## src/rtl/onewire_decoder_if.sv

```systemverilog
// Read-side handshake between the one-wire decoder's byte FIFO and its consumer.
// The decoder drives the data and status signals. The consumer drives rd_ready.
interface onewire_decoder_if;
  logic [7:0] rd_data;
  logic       rd_valid;
  logic       rd_ready;
  logic [2:0] fifo_count;

  modport master (output rd_data, output rd_valid, output fifo_count, input rd_ready);
  modport slave  (input rd_data, input rd_valid, input fifo_count, output rd_ready);
endinterface

```

## src/rtl/onewire_decoder.sv

```systemverilog
// Pulse-width one-wire line decoder: classifies low pulses into bits, assembles bytes MSB first,
// and queues them in a 4-entry FIFO, reporting framing and overflow errors with a sticky code.
module onewire_decoder #(
  parameter int unsigned ONE_MAX_LOW  = 10,
  parameter int unsigned ZERO_MIN_LOW = 12,
  parameter int unsigned ZERO_MAX_LOW = 24,
  parameter int unsigned GLITCH_LOW   = 2,
  parameter int unsigned STOP_HIGH    = 40
) (
  input  logic                     clk,
  input  logic                     rst_n,
  input  logic                     sg_in,
  input  logic                     err_clr,
  onewire_decoder_if.master        rd,
  output logic                     in_frame,
  output logic                     frame_end,
  output logic [1:0]               err
);

  localparam int unsigned CNT_W     = 8;
  localparam int unsigned BYTE_W    = 8;
  localparam int unsigned BITCNT_W  = 3;
  localparam int unsigned PTR_W     = 2;
  localparam int unsigned DEPTH     = 4;
  localparam int unsigned COUNT_W   = 3;

  localparam logic [CNT_W-1:0]    CNT_MAX    = '1;
  localparam logic [CNT_W-1:0]    ONE_MAX_C  = CNT_W'(ONE_MAX_LOW);
  localparam logic [CNT_W-1:0]    ZERO_MIN_C = CNT_W'(ZERO_MIN_LOW);
  localparam logic [CNT_W-1:0]    ZERO_MAX_C = CNT_W'(ZERO_MAX_LOW);
  localparam logic [CNT_W-1:0]    GLITCH_C   = CNT_W'(GLITCH_LOW);
  localparam logic [CNT_W-1:0]    STOP_C     = CNT_W'(STOP_HIGH);
  localparam logic [COUNT_W-1:0]  FULL_C     = COUNT_W'(DEPTH);

  localparam logic [1:0] ERR_NONE  = 2'b00;
  localparam logic [1:0] ERR_PULSE = 2'b01;
  localparam logic [1:0] ERR_PART  = 2'b10;
  localparam logic [1:0] ERR_OVF   = 2'b11;

  typedef enum logic [2:0] {ST_ARM, ST_IDLE, ST_LOW, ST_HIGH, ST_ERR} state_e;

  state_e                state_q, state_d;
  logic [1:0]            sync_q;
  logic                  s_prev_q;
  logic [CNT_W-1:0]      cnt_q, cnt_d;
  logic [BYTE_W-1:0]     sr_q, sr_d;
  logic [BITCNT_W-1:0]   bitcnt_q, bitcnt_d;
  logic                  push_q, push_d;
  logic                  in_frame_q, in_frame_d;
  logic                  frame_end_q, frame_end_d;
  logic [1:0]            err_q, err_d;
  logic                  err_pulse_c, err_part_c;
  logic                  bit_valid_c, bit_val_c;

  logic [BYTE_W-1:0]     mem_q [DEPTH];
  logic [PTR_W-1:0]      wr_ptr_q, wr_ptr_d, rd_ptr_q, rd_ptr_d, rd_ptr_inc_c;
  logic [COUNT_W-1:0]    count_q, count_d;
  logic [BYTE_W-1:0]     rd_data_q, rd_data_d;
  logic                  rd_valid_q;
  logic                  pop_c, wr_en_c, ovf_c;

  logic s_c, fall_c, rise_c;

  assign s_c    = sync_q[1];
  assign fall_c = s_prev_q & ~s_c;
  assign rise_c = ~s_prev_q & s_c;

  // Synchronizer, edge history and width counter (counter holds width of the level just ended at an edge)
  always_ff @(posedge clk or negedge rst_n) begin
    if (!rst_n) begin
      sync_q   <= 2'b11;
      s_prev_q <= 1'b1;
      cnt_q    <= '0;
    end else begin
      sync_q   <= {sync_q[0], sg_in};
      s_prev_q <= s_c;
      cnt_q    <= cnt_d;
    end
  end

  always_comb begin
    cnt_d = cnt_q;
    if (fall_c || rise_c)    cnt_d = CNT_W'(1);
    else if (cnt_q != CNT_MAX) cnt_d = cnt_q + CNT_W'(1);
  end

  // FSM state and decode registers
  always_ff @(posedge clk or negedge rst_n) begin
    if (!rst_n) begin
      state_q     <= ST_ARM;
      sr_q        <= '0;
      bitcnt_q    <= '0;
      push_q      <= 1'b0;
      in_frame_q  <= 1'b0;
      frame_end_q <= 1'b0;
    end else begin
      state_q     <= state_d;
      sr_q        <= sr_d;
      bitcnt_q    <= bitcnt_d;
      push_q      <= push_d;
      in_frame_q  <= in_frame_d;
      frame_end_q <= frame_end_d;
    end
  end

  always_comb begin
    state_d     = state_q;
    sr_d        = sr_q;
    bitcnt_d    = bitcnt_q;
    push_d      = 1'b0;
    in_frame_d  = in_frame_q;
    frame_end_d = 1'b0;
    err_pulse_c = 1'b0;
    err_part_c  = 1'b0;
    bit_valid_c = 1'b0;
    bit_val_c   = 1'b0;

    case (state_q)
      ST_ARM, ST_ERR: begin
        sr_d       = '0;
        bitcnt_d   = '0;
        in_frame_d = 1'b0;
        if (s_c && !rise_c && cnt_q >= STOP_C) state_d = ST_IDLE;
      end
      ST_IDLE: begin
        if (fall_c) begin
          state_d    = ST_LOW;
          in_frame_d = 1'b1;
        end
      end
      ST_LOW: begin
        if (rise_c) begin
          state_d = ST_HIGH;
          if (cnt_q <= GLITCH_C) begin
            bit_valid_c = 1'b0;
          end else if (cnt_q <= ONE_MAX_C) begin
            bit_valid_c = 1'b1;
            bit_val_c   = 1'b1;
          end else if (cnt_q >= ZERO_MIN_C && cnt_q <= ZERO_MAX_C) begin
            bit_valid_c = 1'b1;
          end else begin
            err_pulse_c = 1'b1;
          end
        end else if (cnt_q > ZERO_MAX_C) begin
          err_pulse_c = 1'b1;
        end
      end
      ST_HIGH: begin
        if (fall_c) begin
          state_d = ST_LOW;
        end else if (cnt_q >= STOP_C) begin
          state_d     = ST_IDLE;
          frame_end_d = 1'b1;
          in_frame_d  = 1'b0;
          err_part_c  = (bitcnt_q != '0);
          sr_d        = '0;
          bitcnt_d    = '0;
        end
      end
      default: state_d = ST_ARM;
    endcase

    if (err_pulse_c) begin
      state_d    = ST_ERR;
      in_frame_d = 1'b0;
      sr_d       = '0;
      bitcnt_d   = '0;
    end

    // Completed byte stays in sr_q for one cycle while the FIFO takes it
    if (bit_valid_c) begin
      sr_d     = {sr_q[BYTE_W-2:0], bit_val_c};
      bitcnt_d = bitcnt_q + BITCNT_W'(1);
      push_d   = (bitcnt_q == BITCNT_W'(7));
    end
  end

  // FIFO control; count kept separately so full and empty are unambiguous
  assign pop_c        = rd_valid_q & rd.rd_ready;
  assign wr_en_c      = push_q & ((count_q != FULL_C) | pop_c);
  assign ovf_c        = push_q & (count_q == FULL_C) & ~pop_c;
  assign rd_ptr_inc_c = rd_ptr_q + PTR_W'(1);

  always_comb begin
    wr_ptr_d  = wr_en_c ? wr_ptr_q + PTR_W'(1) : wr_ptr_q;
    rd_ptr_d  = pop_c ? rd_ptr_inc_c : rd_ptr_q;
    count_d   = count_q;
    rd_data_d = rd_data_q;
    if (wr_en_c && !pop_c)      count_d = count_q + COUNT_W'(1);
    else if (!wr_en_c && pop_c) count_d = count_q - COUNT_W'(1);

    if (pop_c) begin
      if (count_q > COUNT_W'(1)) rd_data_d = mem_q[rd_ptr_inc_c];
      else if (wr_en_c)          rd_data_d = sr_q;
    end else if (count_q == '0 && wr_en_c) begin
      rd_data_d = sr_q;
    end
  end

  always_ff @(posedge clk or negedge rst_n) begin
    if (!rst_n) begin
      for (int i = 0; i < DEPTH; i++) mem_q[i] <= '0;
      wr_ptr_q   <= '0;
      rd_ptr_q   <= '0;
      count_q    <= '0;
      rd_data_q  <= '0;
      rd_valid_q <= 1'b0;
    end else begin
      if (wr_en_c) mem_q[wr_ptr_q] <= sr_q;
      wr_ptr_q   <= wr_ptr_d;
      rd_ptr_q   <= rd_ptr_d;
      count_q    <= count_d;
      rd_data_q  <= rd_data_d;
      rd_valid_q <= (count_d != '0);
    end
  end

  // Sticky error: a new error beats a clear in the same cycle
  always_comb begin
    err_d = err_q;
    if (ovf_c)            err_d = ERR_OVF;
    else if (err_part_c)  err_d = ERR_PART;
    else if (err_pulse_c) err_d = ERR_PULSE;
    else if (err_clr)     err_d = ERR_NONE;
  end

  always_ff @(posedge clk or negedge rst_n) begin
    if (!rst_n) err_q <= ERR_NONE;
    else        err_q <= err_d;
  end

  assign rd.rd_data    = rd_data_q;
  assign rd.rd_valid   = rd_valid_q;
  assign rd.fifo_count = count_q;
  assign in_frame      = in_frame_q;
  assign frame_end     = frame_end_q;
  assign err           = err_q;

endmodule

```

## src/flat_wrapper.sv

```systemverilog
// flat-port wrapper written by rule: the top's interface ports become plain ports
module onewire_decoder_flat 
#(
  parameter int unsigned ONE_MAX_LOW  = 10,
  parameter int unsigned ZERO_MIN_LOW = 12,
  parameter int unsigned ZERO_MAX_LOW = 24,
  parameter int unsigned GLITCH_LOW   = 2,
  parameter int unsigned STOP_HIGH    = 40
)
  (clk, rst_n, sg_in, err_clr, in_frame, frame_end, err, rd_rd_data, rd_rd_valid, rd_fifo_count, rd_rd_ready);
  onewire_decoder_if rd_i ();
  input  logic clk;
  input  logic rst_n;
  input  logic sg_in;
  input  logic err_clr;
  output logic in_frame;
  output logic frame_end;
  output logic [1:0] err;
  output wire logic [$bits(rd_i.rd_data)-1:0] rd_rd_data;
  output wire logic [$bits(rd_i.rd_valid)-1:0] rd_rd_valid;
  output wire logic [$bits(rd_i.fifo_count)-1:0] rd_fifo_count;
  input wire logic [$bits(rd_i.rd_ready)-1:0] rd_rd_ready;
  assign rd_rd_data = rd_i.rd_data;
  assign rd_rd_valid = rd_i.rd_valid;
  assign rd_fifo_count = rd_i.fifo_count;
  assign rd_i.rd_ready = rd_rd_ready;
  onewire_decoder #(.ONE_MAX_LOW(ONE_MAX_LOW), .ZERO_MIN_LOW(ZERO_MIN_LOW), .ZERO_MAX_LOW(ZERO_MAX_LOW), .GLITCH_LOW(GLITCH_LOW), .STOP_HIGH(STOP_HIGH)) u_core (.clk(clk), .rst_n(rst_n), .sg_in(sg_in), .err_clr(err_clr), .rd(rd_i), .in_frame(in_frame), .frame_end(frame_end), .err(err));
endmodule
```

## config.mk

```make
export PLATFORM = sky130hd
export DESIGN_NAME = onewire_decoder_flat
export DESIGN_NICKNAME = d
export VERILOG_FILES = /design/src/rtl/onewire_decoder_if.sv /design/src/rtl/onewire_decoder.sv /design/src/flat_wrapper.sv
export SDC_FILE = /design/constraint.sdc
export NUM_CORES = 1
export LEC_CHECK = 0
export ABC_AREA = 1
export CORE_AREA = 2 2 100 102
export CTS_BUF_LIST = sky130_fd_sc_hd__clkbuf_16
export DETAILED_ROUTE_END_ITERATION = 8
export DIE_AREA = 0 0 102 104
export PLACE_DENSITY_LB_ADDON = 0.08
export REMOVE_ABC_BUFFERS = 1
export SLEW_MARGIN = 20
export SYNTH_ARGS = -nofsm -noshare
export SYNTH_HDL_FRONTEND = slang
export SYNTH_SLANG_ARGS = --single-unit
```

## constraint.sdc

```tcl
create_clock -name clk -period 1.75 [get_ports clk]
set_input_delay 0.4375 -clock clk [delete_from_list [all_inputs] [get_ports clk]]
set_output_delay 0.4375 -clock clk [all_outputs]
set_load 0.01 [all_outputs]
```

==> results_dict.tcl <==
set metrics [dict create \
    status "completed" \
    grt_pass1_wl_um 14600 \
    finalWirelength_um 8520 \
    ctsLongestPathBuffers 2 \
    cap_violations 0 \
    critical-path-max-stage-delay_ns 0.55 \
    fin_nets 538 \
    rsz0062_at_grt "true" \
    ys_top_cells_by_area "dfrtp_1 48%, nand2_1 15%, nand3_1 6.6%, o21ai_0 5.8%, ha_1 5.1%" \
    synth_edf_count 0 \
    switching_share_pct 31.4 \
    wl_per_cell_um 13.0 \
    cts_tree "done" \
    critical_path_class "flop to output port" \
    drcViolationCount 0 \
    cellPowerDensity_nw_per_um2 1040 \
    routed_via_density 4.85 \
    grt_max_degree 32 \
    relSlewSlack_pct 76.0 \
    synth_top_cell_by_area "dfrtp_1" \
    areaGrowthSynthToFinish_pct 21.4 \
    syn_inst 467 \
    hold_viol 0 \
    clock_skew_ns 0.00524 \
    comb_power_share_pct 24.7 \
    port_buffers 20 \
    synth_ff_type "dfrtp_1" \
    rows 36 \
    hpwl_um 6110 \
    fmax_mhz 591 \
    route.vias.total 3179 \
    die_area_um2 10600 \
    drv_slew 0 \
    post-route-min-period_ns 1.69 \
    n_fill_cell 941 \
    avgSynthCellArea_um2 8.34 \
    hold_path_class "primary input to async pin" \
    cp_max_fo 2 \
    htree_levels 3 \
    gp_congestion 0.842 \
    ys_seq_area_share_pct 50.2 \
    grt_use_total_pct 17.2 \
    cts_root_buf "clkbuf_16" \
    coreArea_um2 9550 \
    clkLatencyLatePin_ns 0.33 \
    tns_ns 0 \
    critPathLaunchType "flop" \
    gr-total-overflow 0 \
    antennaDiodeCount 0 \
    critical_path.slowest_cell "clkdlybuf4s50_1" \
    firstDrtPassIters 5 \
    synth_area_um2 3890 \
    crit_arrival_ns 1.26 \
    die_x_um 102 \
    grt_pass1_vias 3060 \
    yosys-top-cells-count "151 x nand2_1, 75 x dfrtp_1, 51 x nand3_1, 45 x o21ai_0, 38 x inv_1" \
    ys_ff_latch 78 \
    critPathRequiredTime_ns 1.31 \
    p_leak_nw 2.31 \
    clockPowerShare_pct 34.2 \
    pwr-share-seq_pct 41.2 \
    internal_power_mw 3.37 \
    min_period_over_period_pct 96.7 \
    numCtsBuffers 9 \
    antenna_found_initial 0 \
    io-pin-count 21 \
    initial_utilization_pct 40.8 \
    antenna_left 0 \
    crit_path_end_kind "output port" \
    ys_types 35 \
    dr.first_iter.drc_count 109 \
    ys_warn_count 0 \
    synthArstFlopShare_pct 100 \
    ir_worst_vdd_v 0.000735 \
    clk_pin_slew_ns 0.06 \
    crit_chain "clkdlybuf4s50_1" \
    drive_gt1_share_pct 14.4 \
    netlist.area_leader.share_pct 48.2 \
    path_delay_family "buffers and inverters" \
    clkSinkCount 78 \
    die_height_um 104 \
    setup_viol 0 \
    switching_power_mw 1.55 \
    worst_pin_slew_ns 0.356 \
    crit_buf_inv 1 \
    utilization_pct 49.5 \
    fin_total_pwr_mw 4.92 \
    synth.most_common_cell "nand2_1" \
]
## cell families after synthesis
| family | share of synthesized area (%) |
|---|---|
| XOR/XNOR | 1.35 |
| AO/OA/AOI/OAI | 10.7 |
| AND/OR/NAND/NOR | 26.0 |
| adder cells (fa/ha/maj) | 5.14 |
| flip-flops | 50.2 |
| buffers and inverters | 6.65 |
## layout by cell type, fill, tap and decap left out, types with 2 or more instances in the layout
master | netlist | routed
nand2_1 | 151 | 150
dfrtp_1 | 75 | 74
nand3_1 | 51 | 51
o21ai_0 | 45 | 45
inv_1 | 38 | 38
buf_4 | 3 | 28
nor2_1 | 18 | 17
ha_1 | 16 | 16
clkdlybuf4s50_1 | 0 | 16
a22oi_1 | 9 | 9
clkbuf_16 | 0 | 9
inv_2 | 9 | 8
nor2_2 | 4 | 4
nand4_1 | 4 | 4
xor2_1 | 4 | 4
o21ai_1 | 3 | 3
a21oi_2 | 3 | 3
nor2_4 | 1 | 3
a21oi_1 | 3 | 3
clkinv_1 | 2 | 3
clkinvlp_4 | 0 | 3
clkinv_2 | 0 | 3
dfstp_2 | 3 | 3
nand2_2 | 1 | 2
xnor2_1 | 2 | 2
or2_2 | 2 | 2
o211ai_1 | 2 | 2
dlymetal6s2s_1 | 0 | 2
buf_12 | 0 | 2
## sequential cells by signal, summed over array words and instances, names as in the netlist, 2 cells and up
register / flops
u_core.mem_q: 32
u_core.cnt_q: 8
u_core.rd.rd_data: 8
u_core.sr_q: 8
u_core.bitcnt_q: 3
u_core.rd.fifo_count: 3
u_core.state_q: 3
u_core.err: 2
u_core.rd_ptr_q: 2
u_core.sync_q: 2
u_core.wr_ptr_q: 2
## area by class of cell
type	instances	area, µm²	share of cell area, %
sequential	78	1960	41.4
multi-input combinational	330	1710	36.1
timing repair buffer	49	444	9.39
clock buffer	9	225	4.76
inverter	49	186	3.94
tap	133	166	3.52
clock inverter	7	41.3	0.873
## power groups by stage
stage / Sequential, mW / Clock [mW] / Combinational [mW]
6_report: 2.02 / 1.68 / 1.21
5_1_grt: 2.04 / 1.81 / 1.36
4_1_cts: 2.03 / 1.72 / 1.19
3_5_place_dp: 2.06 / 0 / 1.19
3_3_place_gp: 2.06 / 0 / 1.18
2_1_floorplan: 2.11 / 0 / 0.596
## worst reg2reg max path, stage by stage, from the launching register on
cell and delay [ns]:
dfrtp_1 0.40, inv_1 0.07, ha_1 0.19, nand2_1 0.07, nand2_1 0.08, nand3_1 0.09
nand2_1 0.06, nand2_1 0.15, inv_4 0.09, nor2_4 0.20, nand3_1 0.09, nand2_1 0.07
## path summary, 6_finish.rpt
check	slack [ns]	start	cells past startpoint	endpoint
max	0.06	u_core.rd.rd_data[1]	1	rd_rd_data[1]
min	0.02	rst_n	1	u_core.mem_q[6]
max reg2reg	0.14	u_core.cnt_q[1]	11	u_core.sr_q[3]
min reg2reg	0.36	u_core.sync_q[0]	0	u_core.sync_q[1]
max in group asynchronous	1.21	rst_n	2	u_core.sync_q[0]
min in group clk	0.36	u_core.sync_q[0]	0	u_core.sync_q[1]
## routing by layer
metal / vias up / track usage, % / wire length, µm
met5: - / 0 / 0
met1: 1494 / 24.8 / 4270
met4: 0 / 5.90 / 121
li1: 1618 / - / -
met2: 56 / 26.5 / 3890
met3: 11 / 2.35 / 237
## timing repair
item / in CTS / in global routing
endpoints found under the hold margin: 0 / 0
cloned: 0 / 1
hold buffers: 0 / 0
pin swaps: 0 / 3
buffers inserted: 0 / 9
resized for setup: 1 / 9
setup endpoints to repair: 1 / 19
## through the flow
stage	instances	cell area (µm²)	worst slack, ns	hold slack (ns)
after floorplan	456	3820	0.144	0.142
after global placement	629	4360	-0.0963	0.346
after detailed placement	629	4360	-0.169	0.359
after CTS	645	4620	0.00608	0.0159
after global routing	655	4730	-0.0120	0.0289
final	655	4730	0.0569	0.0150
No activity file was read; power rests on OpenSTA's default activity.
==> RTL change (same settings) <==
The localparam `BITCNT_W` goes from 3 to 6.
--- a/src/rtl/onewire_decoder.sv
+++ b/src/rtl/onewire_decoder.sv
@@ -19,7 +19,7 @@
 
   localparam int unsigned CNT_W     = 8;
   localparam int unsigned BYTE_W    = 8;
-  localparam int unsigned BITCNT_W  = 3;
+  localparam int unsigned BITCNT_W  = 6;
   localparam int unsigned PTR_W     = 2;
   localparam int unsigned DEPTH     = 4;
   localparam int unsigned COUNT_W   = 3;
Behaviour: no difference found for any inputs over 10 cycles, from zero or initial values and one cycle with rst_n low; that may be too few to reach the edited logic, so the function may still have changed.
==> RTL change against the original RTL <==
  * Clock skew is 3.3 ps higher
  * Sequential share of layout area decreased by 0.89 points
  * Worst setup slack improved by 17 ps
  * Wire length rose by 3.2%
  * Sequential cell count rose by 3
  * Power is 6.5% higher
  * Area after synthesis grew 7.4%
  * Final area is 6.1% higher
  * Largest power group unchanged
==> RTL change: results (changes against the original RTL) <==
| Metric | Value |
|---|---|
| Leak | 0.00243 uW (+5.1%) |
| Seq/Total Area, Yosys | 48.5% (-1.7 points) |
| Worst Skew | 8.53 ps (+3.29 ps) |
| VDD IR max | 0.000546 V (-26%) |
| Clock root cell | clkbuf_16 |
| R2R Path End | u_core.bitcnt_q[2] |
| Sequential standard cell area | 0.00203 mm^2 (+3.8%) |
| Data buffer area share | 9.51% (+0.11 points) |
| Status | finished, final reports clean |
| Signal inverters | 51 (+4.1%) |
| Flop2flop setup slack | 120 ps (-20 ps) |
| Placed inst area | 0.00466 mm^2 (+7.0%) |
| Worst hold margin | 14.2 ps (-0.781 ps) |
| Slew @ Worst Pin | 362 ps (+5.89 ps) |
| Arrival @ worst endpoint | 1240 ps (-20 ps) |
| Iteration-0 DRC count of the detailed router | 106 (-2.8%) |
| Tot GR Track Use | 17.8% (+0.58 points) |
| Area of the multi-input gates | 0.00185 mm^2 (+8.6%) |
| Clock network area share | 5.74% (+0.10 points) |
| Worst Setup Slack post-DPL | -128 ps (+41.0 ps) |
| Post-DP HPWL | 6440 um (+5.5%) |
| Register-to-Register Path Depth | 9 (-2) |
| CP Launch Point | u_core.rd.rd_data[0] |
| DR vias | 3254 (+2.4%) |
| Maximum number of pins on one net before global-route repair | 46 (+44%) |
| Final #Nets | 558 (+3.7%) |
| First-pass GRT wire length | 15100 um (+2.9%) |
| DR WL/cell | 13.0 um (about the same) |
| Unique masters post-synth | 41 (+17%) |
| Placed insts | 657 (+4.5%) |
| Via density | 4.81 (-0.82%) |
| DR pass1 iterations | 4 (-1) |
| Area share of fa/ha/maj cells after synthesis | 4.49% (-0.65 points) |
| Top cells by area, synth | dfrtp_1 (47%), nand2_1 (13%), nand3_1 (5.7%), o21ai_0 (5.4%), ha_1 (4.5%) |
| Routability cong. | 0.781 (-7.3%) |
| Final Critical Period | 1680 ps (-17.1 ps) |
| Worst Setup EP | rd_rd_data[0] |
| Number of global-route vias before repair | 3133 (+2.4%) |
| Post-synth top cells | nand2_1 (144), dfrtp_1 (78), nand3_1 (48) |
| Worst R2R Start | u_core.sync_q[1] |
## RTL change: cell count changes in the layout (fill, tap and decap cells not counted), moves of 3 or more
| cell | unedited run | this run |
|---|---|---|
| nand3_1 | 51 | 48 |
| nand2_1 | 150 | 142 |
| dfrtp_1 | 74 | 78 |
| nor3_1 | 0 | 3 |
| nand2_2 | 2 | 8 |
| nand3_2 | 0 | 12 |
## RTL change: power groups by stage
stage	registers, uW	clock network (uW)	logic (uW)
floorplan	2190	0	619
global route	2110	1960	1480
detailed placement	2130	0	1350
CTS	2100	1870	1340
finish	2100	1820	1320
global placement	2130	0	1340
## RTL change: routing by layer
metal / track usage, % / part of all wire, % / vias up
met1: 25.1 / 50 / 1525
met3: 2.89 / 2.2 / 12
met2: 27.9 / 47 / 27
met5: 0 / 0 / -
li1: - / - / 1690
met4: 5.71 / 1.5 / 0
